--- config.mk ---
export PLATFORM = sky130hd
export DESIGN_NAME = flipdot_dot_sequencer
export DESIGN_NICKNAME = d
export VERILOG_FILES = /design/src/rtl/flipdot_dot_sequencer.sv
export SDC_FILE = /design/constraint.sdc
export NUM_CORES = 1
export LEC_CHECK = 0
export BUFFER_PORTS_ARGS = -buffer_cell sky130_fd_sc_hd__buf_4
export CAP_MARGIN = 20
export CORE_ASPECT_RATIO = 0.5
export CORE_MARGIN = 2
export CORE_UTILIZATION = 40
export CTS_CLUSTER_DIAMETER = 120
export DETAILED_ROUTE_END_ITERATION = 6
export PLACE_DENSITY = 0.72
export SYNTH_ARGS = -nofsm -noshare
export SYNTH_HDL_FRONTEND = slang
export SYNTH_SLANG_ARGS = --single-unit
--- constraint.sdc ---
create_clock -name clk -period 2.1 [get_ports clk]
set_input_delay 0.105 -clock clk [delete_from_list [all_inputs] [get_ports clk]]
set_output_delay 0.105 -clock clk [all_outputs]
set_load 0.05 [all_outputs]
--- src/rtl/flipdot_dot_sequencer.sv ---
// flipdot_dot_sequencer: scans a flip-dot panel dot by dot, firing each dot's set/clear coil for a tick-timed pulse
module flipdot_dot_sequencer #(
  parameter int COLS        = 28,
  parameter int ROWS        = 7,
  parameter int COL_W       = 5,
  parameter int ROW_W       = 3,
  parameter int PULSE_TICKS = 3,
  parameter int GAP_TICKS   = 1,
  parameter int TW          = 4
) (
  input  logic             clk,
  input  logic             reset_n,
  input  logic             tick,
  input  logic             start,
  input  logic             abort,
  output logic             busy,
  output logic             frame_done,
  output logic [COL_W-1:0] rd_col,
  output logic [ROW_W-1:0] rd_row,
  input  logic             rd_data,
  output logic [COL_W-1:0] col_sel,
  output logic [ROW_W-1:0] row_sel,
  output logic             coil_set,
  output logic             coil_clr
);
  typedef enum logic [2:0] {IDLE, FETCH, LATCH, WAITP, PULSE, GAP, NEXT, DONE} state_t;
  state_t        state, nxt;
  logic [TW-1:0] cnt;
  logic          pix;
  logic          last_col, last_dot, counting, cnt_hit, kill;
  logic          busy_d, done_d, set_d, clr_d;
  assign last_col = rd_col == COL_W'(COLS - 1);
  assign last_dot = last_col && rd_row == ROW_W'(ROWS - 1);
  assign counting = state == PULSE || state == GAP;
  assign cnt_hit  = tick && (cnt + TW'(1)) == ((state == PULSE) ? TW'(PULSE_TICKS) : TW'(GAP_TICKS));
  assign kill     = abort && state != IDLE;
  // state register
  always_ff @(posedge clk)
    if (!reset_n) state <= IDLE;
    else          state <= nxt;
  // next-state: abort from any active state returns straight to IDLE
  always_comb begin
    nxt = state;
    if (kill) nxt = IDLE;
    else
      case (state)
        IDLE:    nxt = (start && !abort) ? FETCH : IDLE;
        FETCH:   nxt = LATCH;
        LATCH:   nxt = WAITP;
        WAITP:   nxt = tick ? PULSE : WAITP;
        PULSE:   nxt = cnt_hit ? ((GAP_TICKS == 0) ? NEXT : GAP) : PULSE;
        GAP:     nxt = cnt_hit ? NEXT : GAP;
        NEXT:    nxt = last_dot ? DONE : FETCH;
        DONE:    nxt = IDLE;
        default: nxt = IDLE;
      endcase
  end
  // output decode from the upcoming state so the registered outputs line up with it
  always_comb begin
    busy_d = nxt != IDLE && nxt != DONE;
    done_d = nxt == DONE;
    set_d  = nxt == PULSE && pix;
    clr_d  = nxt == PULSE && !pix;
  end
  // registered outputs, tick counter, pixel latch and scan addresses
  always_ff @(posedge clk)
    if (!reset_n) begin
      busy       <= 1'b0;
      frame_done <= 1'b0;
      coil_set   <= 1'b0;
      coil_clr   <= 1'b0;
      cnt        <= '0;
      pix        <= 1'b0;
      rd_col     <= '0;
      rd_row     <= '0;
      col_sel    <= '0;
      row_sel    <= '0;
    end else begin
      busy       <= busy_d;
      frame_done <= done_d;
      coil_set   <= set_d;
      coil_clr   <= clr_d;
      cnt        <= (counting && nxt == state) ? cnt + TW'(tick) : '0;
      if (kill || state == IDLE) begin
        rd_col  <= '0;
        rd_row  <= '0;
        col_sel <= kill ? '0 : col_sel;
        row_sel <= kill ? '0 : row_sel;
      end else if (state == LATCH) begin
        pix     <= rd_data;
        col_sel <= rd_col;
        row_sel <= rd_row;
      end else if (state == NEXT) begin
        rd_col <= last_col ? '0 : rd_col + COL_W'(1);
        rd_row <= last_dot ? '0 : (last_col ? rd_row + ROW_W'(1) : rd_row);
      end
    end
endmodule
## Word level (Yosys, flattened, before mapping)

Index checks and enable logic that the tools add are counted.

- Bits in registers: 28
- Latch bits: 0
- Bits in writable memories: 0
- Memory bits (read-only): 0
- Input bits: 6
- Output and inout bits: 20
- Word-level logic and storage cells: 73
- Memories: 0

- Add/sub/neg operators: 4
- $mul: 0
- Div/mod/pow operators: 0
- Magnitude comparators: 0
- Equal/unequal tests: 15
- Shift operators: 0
- Multiplexer cells: 17
- Bitwise operators: 3
- Reductions and logical operators: 23

Operators by type and width:

| cell | number |
|---|---|
| 3-bit two-way mux | 8 |
| 3-bit one-hot mux with 8 select lines | 1 |
| 3-bit == test, second input constant | 7 |
| 5-bit two-way mux | 4 |
| 1-bit logical AND | 8 |
| 2-bit AND reduction | 4 |
| 3-bit by 2-bit == test with 1-bit output, second input constant | 2 |
| 3-bit nonzero test | 2 |
| 5-bit by 1-bit adder with 5-bit output, second input constant | 1 |
| 5-bit == test, second input constant | 1 |
| 4-bit by 1-bit adder with 4-bit output | 1 |
| 4-bit by 1-bit adder with 4-bit output, second input constant | 1 |
| 4-bit by 2-bit == test with 1-bit output | 1 |
| 2-bit two-way mux | 2 |
| 2-bit nonzero test | 2 |
| 3-bit by 1-bit adder with 3-bit output, second input constant | 1 |
| 3-bit by 1-bit == test with 1-bit output, second input constant | 1 |
| 3-bit == test | 1 |
| 3-bit logical NOT | 1 |
| 3-bit inequality test, second input constant | 1 |
| 1-bit NOT | 3 |
| 3-bit AND reduction | 1 |
| 1-bit logical NOT | 2 |
| 1-bit logical OR | 2 |
| other kinds (3) | 4 |

## Longest topological paths before layout

- Word-level depth: 10
- Mapped depth: 7
- Gate-level depth less buffers: 7

## Worst setup path before layout

Ideal clock, no wire load.

- Kind: reg2reg
- Start point: register rd_col[0]
- End point: register busy
- Library setup time: 0.119 ns
- Arrival time: 2.124 ns
- Data required time: 1.981 ns
- Path slack: -0.142 ns
- Stages on the path, launching flop included: 7
- Path buffers: 0
- Clock period less this slack: 2.242 ns
- Cells stage by stage: dfxtp_1 > ha_1 > nand4b_4 > o31ai_4 > a2bb2oi_2 > or3_1 > o221a_1

- Word-level cells in the longest chain between the ends: 7
- Elaborated cells between the ends (all ways): 8
- Classes of those cells: eq/ne (2); mux (3); reduce/logical (3)

Ends and longest elaborated chain:

| item | line | RTL |
|---|---|---|
| start, declared | 18 | `output logic [COL_W-1:0] rd_col,` |
| start signal, assigned | 94 | `rd_col <= last_col ? '0 : rd_col + COL_W'(1);` |
| 5-bit == test * | 32 | `assign last_col = rd_col == COL_W'(COLS - 1);` |
| 1-bit logical AND * | 33 | `assign last_dot = last_col && rd_row == ROW_W'(ROWS - 1);` |
| 3-bit two-way mux * | 53 | `NEXT: nxt = last_dot ? DONE : FETCH;` |
| 3-bit one-hot mux with 8 select lines * | 46 | `case (state)` |
| 3-bit two-way mux * | 44 | `if (kill) nxt = IDLE;` |
| 3-bit inequality test / 3-bit nonzero test (equally long branches) | 60 | `busy_d = nxt != IDLE && nxt != DONE;` |
| 1-bit logical AND * | 60 |  |
| end signal, assigned | 79 | `busy <= busy_d;` |
| end, declared | 16 | `output logic busy,` |

Mark *: on every way between the ends. The rest lies on a longest branch, timed or not.
A chain may end at the register's enable or synchronous reset.

## Worst setup path after layout

- Start point: register cnt[0]
- End point: register busy

- Word-level cells in the longest chain between the ends: 8
- Elaborated cells between the ends (all ways): 10
- Classes of those cells: add/sub (1); eq/ne (2); mux (4); reduce/logical (3)

Ends and longest elaborated chain:

| item | line | RTL |
|---|---|---|
| start, declared | 28 | `logic [TW-1:0] cnt;` |
| start signal, assigned | 83 | `cnt <= (counting && nxt == state) ? cnt + TW'(tick) : '0;` |
| 4-bit by 1-bit adder with 4-bit output * | 35 | `assign cnt_hit = tick && (cnt + TW'(1)) == ((state == PULSE) ? TW'(PULSE_TICKS) : TW'(GAP_TICKS));` |
| 4-bit by 2-bit == test with 1-bit output * | 35 |  |
| 1-bit logical AND * | 35 |  |
| 2-bit two-way mux / 1-bit two-way mux (equally long branches) | 52, 51 |  |
| 3-bit one-hot mux with 8 select lines * | 46 |  |
| 3-bit two-way mux * | 44 |  |
| 3-bit inequality test / 3-bit nonzero test (equally long branches) | 60 |  |
| 1-bit logical AND * | 60 |  |

Marked as above.

==> impl_metrics.ini <==
[power]
p_leak_nw = 0.6677
p_sw_frac = 0.2175
p_int_mw = 0.7286
comb_power_share = 0.066
clockPowerShare = 0.359
peakVddDrop_uv = 204.5
p_switching_mw = 0.2025
sequentialPowerShare = 0.575
powerDensity_nw_per_um2 = 537.7

[setup_path]
reg2reg_from = cnt[0]
path_class = reg -> reg
end_kind = flop
rrSetupSlack_ns = 0.11
crit_fanout = 4
start_kind = flop
crit_required_ns = 2.28
arrival_ns = 2.17
ff2ff_path_depth = 6
r2r-end = busy

[timing]
period_minus_slack_ns = 1.992
whs_ns = 0.08001
finalHoldViolations = 0
timing.final.ws_setup_ns = 0.1084
fmax_mhz = 502.1
report.final.slew_viol_count = 0
tns_ns = 0
setup_violations = 0
relSlewSlack = 0.6307
finClkSkew_ns = 0.002764
finalCritPeriodShare = 0.9484
rsz0062_at_grt = false
worst_pin_slew_ns = 0.5533

[floorplan]
die_x_um = 88.56
design.core.area_sq_um = 3435
die_area_sq_um = 4099
die_y_um = 46.28
io_pins = 26
rows = 15
initial_core_util = 0.4164

[job]
maxCapViolCount = 0

[synth]
mappedNetlistArea_sq_um = 1430
synth_edf_count = 0
ys.flop_type = dfxtp_1
synth_area_per_cell_sq_um = 9.863
synthArstFlopShare = 0
ys_seq_elements = 28
ys_warn_count = 0
synth_nets = 157
ys_seq_area_frac = 0.3920
syn_inst = 145
ys_types = 44

[clocking]
clkSlewWorstSetupHoldPaths_ns = 0.09
clk_latency_ns = 0.28
holdBufCountCts = 0
ctsHtreeMaxLevel = 1
post_cts_resized = 0
max-clock-path-buffers = 2
post_cts_buffers = 0
cts_tree = built
cts-root-buf = clkbuf_8
cts_inserted_buffers = 3
cts.sinks = 28

[routing]
antenna_left = 0
num_vias = 1195
avgRoutedWirePerCell_um = 13.38
drtIter0Drc = 57
drc = 0
vias_per_cell = 5.335
dr.pass1.iters = 4
wirelength_um = 2998

[finish]
final_cell_mix = buf_4 (29), dfxtp_1 (26), nor2_1 (13)
syn_to_final_growth_pct = 21.08
final_common_cell = buf_4
layout-drive-gt1-share = 0.2717
stdcell_area_sq_um = 1732
antenna_cells = 0
fin_nets = 186
final_util = 0.5042

[global_route]
antenna_found_initial = 0
grt_pass1_vias = 1039
grt_pass1_wl_um = 4919
grt_use_total = 0.1605
grt_max_degree = 16
grt.overflow.total = 0

[placement]
portBuffers = 25
dpl_worst_slack_ns = 0.1352
place_congestion = 0.8442
dpl.hpwl_um = 2216
placed_area_sq_um = 1677

[hold_path]
hold_end = pix
hp-class = in -> reg
whs_path_depth = 3
hp-start = rd_data

[status]
status = finished, final reports clean
## cells in the mapped netlist (2+ instances only)
library cell  instances  area (sq um)
nand4b_4              2         47.55
nor2_1               13         48.80
and3_2                2         15.01
ha_1                  6         75.07
inv_1                 3         11.26
nor4b_1               2         17.52
o21ai_0               6         30.03
a21oi_1               9         45.04
nand3b_1              3         22.52
nor2b_1               9         56.30
nor3_1                5         25.02
nand3_1               6         30.03
dfxtp_1              28         560.5
mux2i_1               2         20.02
a22oi_1               8         60.06
o21a_1                2         15.01
nor4_1                2         12.51
clkbuf_1              2         7.510
xnor2_1               2         17.52
nand2_1               9         33.78
## stage by stage
stage               std cells  total power [mW]
global placement          220            0.6079
finish                    224            0.9311
floorplan                 145            0.5882
CTS                       224            0.9415
global route              224            0.9685
detailed placement        220            0.6084
## flip-flops by register name, indices dropped and copies added, names as in the netlist
signal / count
rd_row: 3
frame_done: 1
coil_clr: 1
state: 3
row_sel: 3
busy: 1
col_sel: 5
rd_col: 5
cnt: 4
pix: 1
coil_set: 1
## how the worst max path moves through the flow
stage          slack [ns]       from  cells after the start   end
2_1_floorplan        0.06  rd_row[1]                      6  busy
3_3_place_gp         0.21  rd_col[0]                      6  busy
3_5_place_dp         0.14  rd_col[0]                      6  busy
4_1_cts              0.11     cnt[0]                      6  busy
5_1_grt              0.02     cnt[0]                      6  busy
6_report             0.11     cnt[0]                      6  busy
## final cells by class
cell class / instances / area (sq um)
fillers: 326 / 1703
well taps: 51 / 63.81
clock buffers: 4 / 55.05
multi-input cells: 109 / 820.8
repair buffers: 29 / 217.7
inverters: 3 / 11.26
flip-flops and latches: 28 / 563.0
## per-layer routing
layer | wire length (um) | share of wire | global-route usage | vias to the layer above
met5 | 0 | 0 | 0 | -
met4 | 48 | 0.016 | 0.06364 | 0
met3 | 106 | 0.035 | 0.03763 | 7
met2 | 1352 | 0.45 | 0.2647 | 21
met1 | 1491 | 0.50 | 0.2075 | 576
li1 | - | - | - | 591
## kinds of logic (layout without fill, tap and decap cells)
| logic type | Yosys count | in the layout | share of synthesized area |
|---|---|---|---|
| compound gates | 33 | 33 | 0.1890 |
| xor+xnor | 3 | 3 | 0.01838 |
| fa+ha+maj | 6 | 6 | 0.05249 |
| buf+inv | 8 | 36 | 0.03412 |
| flops | 28 | 28 | 0.3920 |
| mux | 2 | 2 | 0.01400 |
| simple gates | 65 | 65 | 0.3001 |
## power groups by stage
stage | clock network (mW) | logic [mW] | registers [mW]
2_1_floorplan | 0 | 0.0365 | 0.552
3_3_place_gp | 0 | 0.0599 | 0.548
3_5_place_dp | 0 | 0.0605 | 0.548
4_1_cts | 0.345 | 0.0610 | 0.535
5_1_grt | 0.366 | 0.0662 | 0.536
6_report | 0.335 | 0.0611 | 0.535
## worst max-delay path: stages, from the launching register on
cell,delay (ns)
dfxtp_1,0.36
ha_1,0.23
xnor2_1,0.28
and3b_4,0.26
a31oi_4,0.11
or3_1,0.39
o221a_1,0.26
Note: power is estimated with default switching activity, not from simulation.
